### src/rtl/cnt_ctrl.sv
// rtl/cnt_ctrl.sv - count-enable and counter-clear generator for the 64-bit timer
module cnt_ctrl #(
    parameter int MAX_DIV = 8,
    parameter int PRE_W   = 8
) (
    input  logic       clk,
    input  logic       rst_n,
    input  logic       timer_en,
    input  logic       div_en,
    input  logic [3:0] div_val,
    input  logic       debug_mode,
    input  logic       halt_req,
    output logic       cnt_en,
    output logic       rst_cnt,
    output logic       halt_ack
);

    localparam logic [3:0] MAX_DV = 4'(MAX_DIV);

    logic [3:0]       dv_eff;
    logic [3:0]       dv_q;
    logic [PRE_W:0]   span;
    logic [PRE_W-1:0] limit;
    logic [PRE_W-1:0] pre_cnt;
    logic             halt;
    logic             ten_q;
    logic             dv_same;
    logic             at_limit;

    // Clamp the divide exponent, derive the prescaler terminal value and the
    // combinational outputs. span is one bit wider so 2^PRE_W does not wrap
    // before the subtraction.
    always_comb begin
        dv_eff   = (div_val > MAX_DV) ? MAX_DV : div_val;
        span     = (PRE_W + 1)'(1) << dv_eff;
        limit    = PRE_W'(span - (PRE_W + 1)'(1));
        halt     = debug_mode & halt_req;
        dv_same  = (dv_eff == dv_q);
        at_limit = (pre_cnt == limit);
        // A divide change suppresses the pulse in the cycle it is seen.
        cnt_en   = timer_en & ~halt & (~div_en | (at_limit & dv_same));
        // Halt deliberately does not mask the disable clear.
        rst_cnt  = ten_q & ~timer_en;
    end

    // Prescaler: restart on disable or divide change, freeze on halt, else wrap at limit.
    always_ff @(posedge clk or negedge rst_n) begin
        if (!rst_n) begin
            pre_cnt <= '0;
        end else if (!timer_en || !div_en || !dv_same) begin
            pre_cnt <= '0;
        end else if (halt) begin
            pre_cnt <= pre_cnt;
        end else if (at_limit) begin
            pre_cnt <= '0;
        end else begin
            pre_cnt <= pre_cnt + PRE_W'(1);
        end
    end

    // History registers: previous exponent, previous enable, and the halt acknowledge.
    always_ff @(posedge clk or negedge rst_n) begin
        if (!rst_n) begin
            dv_q     <= '0;
            ten_q    <= 1'b0;
            halt_ack <= 1'b0;
        end else begin
            dv_q     <= dv_eff;
            ten_q    <= timer_en;
            halt_ack <= halt;
        end
    end

endmodule

### config.mk
export PLATFORM = sky130hd
export DESIGN_NAME = cnt_ctrl
export DESIGN_NICKNAME = d
export VERILOG_FILES = /design/src/rtl/cnt_ctrl.sv
export SDC_FILE = /design/constraint.sdc
export NUM_CORES = 1
export LEC_CHECK = 0
export BUFFER_PORTS_ARGS = -buffer_cell sky130_fd_sc_hd__buf_2
export CAP_MARGIN = 20
export CORE_MARGIN = 4
export CORE_UTILIZATION = 50
export CTS_BUF_LIST = sky130_fd_sc_hd__clkbuf_4
export CTS_CLUSTER_SIZE = 20
export DETAILED_ROUTE_END_ITERATION = 10
export PLACE_DENSITY = 0.71
export SLEW_MARGIN = 20
export SYNTH_ARGS = -nofsm -noshare
export SYNTH_HDL_FRONTEND = slang
export SYNTH_SLANG_ARGS = --single-unit
### constraint.sdc
create_clock -name clk -period 8.2 [get_ports clk]
set_input_delay 0.82 -clock clk [delete_from_list [all_inputs] [get_ports clk]]
set_output_delay 0.82 -clock clk [all_outputs]
set_load 0.03 [all_outputs]
Word level (Yosys, flattened, before mapping)
Cells that the tools add are included.

operators by class
  muxes and demuxes = 4
  add/subtract/negate cells = 2
  reduce and logical (&&, ||, !) cells = 5
  shift-type cells = 1
  $lt $le $gt $ge = 1
  bitwise operators = 9
  eq/ne operators = 3

operators by type and width
  cell                 number
  $mux 8               3
  $add 8x1->8 const B  1
  $eq 8x8->1           1
  $shl 1x4->8 const A  1
  $sub 8x1->8 const B  1
  $and 1x1->1          5
  $eq 4x4->1           1
  $gt 4x4->1 const B   1
  $mux 4               1
  $logic_not 1->1      3
  $not 1->1            3
  $logic_or 1x1->1     2
  $ne 2x1->1 const B   1
  $or 1x1->1           1

storage, ports and cells
  output and inout port bits = 3
  bits of input ports = 10
  bits in registers = 14
  logic and storage cells = 29

Depth between registers and ports, before layout
  depth after elaboration = 8
  gate-level depth with buffers = 9
  mapped depth without buffers = 7

Worst setup path before layout
OpenSTA, ideal clock, no wires.

  kind = input -> output
  start point = in div_val[3]
  end point = out cnt_en
  data required time = 7,380 ps
  path buffers = 2
  slack = 4,240 ps
  stages = 9
  arrival time = 3,140 ps
  cells stage by stage = buf_6 -> buf_6 -> or4b_2 -> ha_1 -> nand2_1 -> a21oi_1 -> or3_1 -> a211oi_1 -> o2bb2ai_1

on the way
  cells in the longest elaborated chain, start to end = 8
  elaborated cells on any way between the ends = 9
  those cells by class = 1 x add/sub; 1 x order compare; 2 x eq/ne; 1 x shift; 1 x mux; 3 x bitwise

RTL lines
  item                line  text
  start: declaration  10    input logic [3:0] div_val,
  $gt 4x4->1          34    dv_eff = (div_val > MAX_DV) ? MAX_DV : div_val;
  $mux 4 (*)          34
  $shl 1x4->8         35    span = (PRE_W + 1)'(1) << dv_eff;
  $sub 8x1->8         36    limit = PRE_W'(span - (PRE_W + 1)'(1));
  $eq 8x8->1          39    at_limit = (pre_cnt == limit);
  $and 1x1->1 (*)     41    cnt_en = timer_en & ~halt & (~div_en | (at_limit & dv_same));
  $or 1x1->1 (*)      41
  $and 1x1->1 (*)     41
  end: declaration    13    output logic cnt_en,

Every way passes the cells marked *; elsewhere a longest branch is shown, timed or not.

Final worst setup path
Ends and elaborated chain as after synthesis.

==> impl_metrics.env <==
export IMPL_status="completed"
export IMPL_cts_sinks=14
export IMPL_route_final_wire_length_um=2020
export IMPL_syn_nets=123
export IMPL_avgViaCountPerCell=5.92
export IMPL_antennaDiodeCount=0
export IMPL_crit_arrival_ns=3.34
export IMPL_p_leak_nw=0.440
export IMPL_worst_slew_pin_slew_ns=0.498
export IMPL_die_area_um2=2800
export IMPL_grt_busiest_layer="met2"
export IMPL_hold_class="in -> async"
export IMPL_hold_viol=0
export IMPL_initial_core_util_pct=55.3
export IMPL_routedWlPerCell_um=14.1
export IMPL_slew_headroom_pct=66.5
export IMPL_path_class="in -> out"
export IMPL_grt_util_met1_pct=21.9
export IMPL_startpoint="div_val[3]"
export IMPL_critPathCaptureType="output port"
export IMPL_finalSetupTns_ns=0
export IMPL_setup_violations=0
export IMPL_clk_latency_ns=0.27
export IMPL_finalPower_uw=131
export IMPL_cts_made_buffers=3
export IMPL_crit_path_start_kind="input port"
export IMPL_gp_congestion=0.807
export IMPL_vdd_drop_max_mv=0.0787
export IMPL_place_inst=140
export IMPL_clockBufferDepth=2
export IMPL_rsz0062_at_grt="no"
export IMPL_ff2ff_setup_slack_ns=6.27
export IMPL_ff_latch_area_um2=350
export IMPL_period_share_pct=50.7
export IMPL_die_x_um=52.9
export IMPL_ys_ff_latch=14
export IMPL_finalCriticalPeriod_ns=4.16
export IMPL_fin_area_um2=1050
export IMPL_r2r_end="pre_cnt[5]$_DFFE_PN0P_"
export IMPL_drtAntennaViolNets=0
export IMPL_yosys_area_top_type="dfrtp_1"
export IMPL_slew_viol_final=0
export IMPL_worst_path_max_fanout=18
export IMPL_drtIter0Drc=19
export IMPL_power_density_nw_per_um2=125
export IMPL_gr_total_overflow=0
export IMPL_synth_area_um2=1010
export IMPL_cpPeakStageDelay_ns=0.66
export IMPL_crit_slowest_cell="or4b_2"
export IMPL_nets=132
export IMPL_synth_edf_count=0
export IMPL_max_cap_viol_count=0
export IMPL_multiInputGateArea_um2=582
export IMPL_ys_seq_area_share_pct=34.8
export IMPL_first_global_vias=749
export IMPL_fin_util_pct=57.7
export IMPL_async_flop_share_pct=100
export IMPL_area_growth_pct=4.22
export IMPL_crit_chain="buf_2, or4b_2, ha_1, or3_1, a21oi_1, o21ai_2, a211oi_1, o2bb2ai_1, buf_2"
export IMPL_timing_rr_start="pre_cnt[5]$_DFFE_PN0P_"
export IMPL_final_cells=143
export IMPL_layout_drive_gt1_share_pct=19.5
export IMPL_grt_pass1_wl_um=3460
export IMPL_synth_commonest_cells="dfrtp_1, nand3_1, nand2_1, nor2_1, nor4_1"
export IMPL_met3_usage_pct=3.94
export IMPL_yosysTopAreaCellShare_pct=34.8
export IMPL_h_tree_depth=1
export IMPL_core_area_um2=1820
export IMPL_antenna_found_initial=0
export IMPL_drt_first_pass_iters=2
export IMPL_ff2ff_path_depth=5
export IMPL_syn_inst=111
export IMPL_drc=0
export IMPL_fmax_mhz=240
export IMPL_die_y_um=52.9
export IMPL_num_vias=847
export IMPL_cts_hold_buffers=0
export IMPL_cpMostUsedCell="buf_2"
export IMPL_portBuffers=12
export IMPL_cts_tree="built"
export IMPL_postCtsSetupBuffers=0
export IMPL_yosysMostFrequentCell="dfrtp_1"
export IMPL_postCtsResizedCells=0
export IMPL_yosys_top_cells_area="dfrtp_1, nand3_1, buf_6"
export IMPL_hpwl_um=1480
export IMPL_required_ns=7.38
export IMPL_track_usage_pct=17.2
export IMPL_grt_max_degree=19
export IMPL_skew_ns=0.00293
export IMPL_clockRootBuffer="clkbuf_4"
export IMPL_n_fill_cell=178
export IMPL_grt_util_met2_pct=28.1
export IMPL_dpl_cell_area_um2=1030
export IMPL_row_count=15
export IMPL_ys_warn_count=0
export IMPL_syn_avg_cell_area_um2=9.07
export IMPL_ys_flop_type="dfrtp_1"
export IMPL_clkSlewWorstSetupHoldPaths_ns=0.08
export IMPL_synthDistinctLibCells=42
export IMPL_pin_count=13
[final cells by class]
| type | count | share of cell area [%] |
|---|---|---|
| multi-input combinational | 88 | 55.4 |
| timing repair buffer | 12 | 5.72 |
| clock buffer | 3 | 2.15 |
| inverter | 1 | 0.358 |
| sequential | 14 | 33.4 |
| tap | 25 | 2.98 |
[cell families after synthesis]
family	after synthesis	share of synthesized area, %
mux	1	0.994
flops	14	34.8
xor+xnor	7	6.09
fa+ha+maj	2	2.48
buf+inv	9	7.45
compound gates	20	14.7
simple gates	58	33.5
[flip-flops by register name, summed over array words and instances, names as in the netlist]
register,cells
dv_q,4
halt_ack,1
pre_cnt,8
ten_q,1
[worst max-delay path by stage]
stage	slack, ns	cells past startpoint	endpoint
global placement	4.15	9	cnt_en
global route	3.89	9	cnt_en
detailed placement	4.05	9	cnt_en
floorplan	4.24	9	cnt_en
finish	4.04	9	cnt_en
CTS	4.04	9	cnt_en
[placed cells by master (no fill, tap or decap), types with 2 or more instances in the layout]
cell type,count
dfrtp_1,14
buf_2,12
nand3_1,10
nand2_1,9
nor2_1,9
nor4_1,7
o21ai_0,6
nor2b_1,4
or3_1,4
xnor2_1,4
xor2_1,3
clkbuf_4,3
a21oi_1,2
o21a_1,2
o211ai_1,2
and3_2,2
and3_1,2
ha_1,2
[critical path: cells and delay by family]
| family | cells | cell delay [ns] |
|---|---|---|
| simple gates | 2 | 0.98 |
| compound gates | 4 | 0.90 |
| buf+inv | 2 | 0.40 |
| fa+ha+maj | 1 | 0.25 |
[power by group]
part | switching (mW) | leakage [nW] | internal, mW
registers | 0.000853 | 0.187 | 0.0706
logic | 0.0139 | 0.239 | 0.00796
clock network | 0.0212 | 0.0138 | 0.0170
total | 0.0359 | 0.440 | 0.0955
[layer usage]
metal	share of wire [%]	routed length [µm]	up-vias
met5	0	0	-
met3	4.0	81	2
li1	-	-	428
met4	0.69	14	0
met2	46	929	11
met1	49	990	406
[stage by stage]
step,setup slack [ns],hold slack (ns)
floorplan,4.24,0.524
global placement,4.15,0.591
detailed placement,4.05,0.587
CTS,4.04,0.436
global route,3.89,0.441
finish,4.04,0.427
Note: power is estimated with default switching activity, not from simulation.
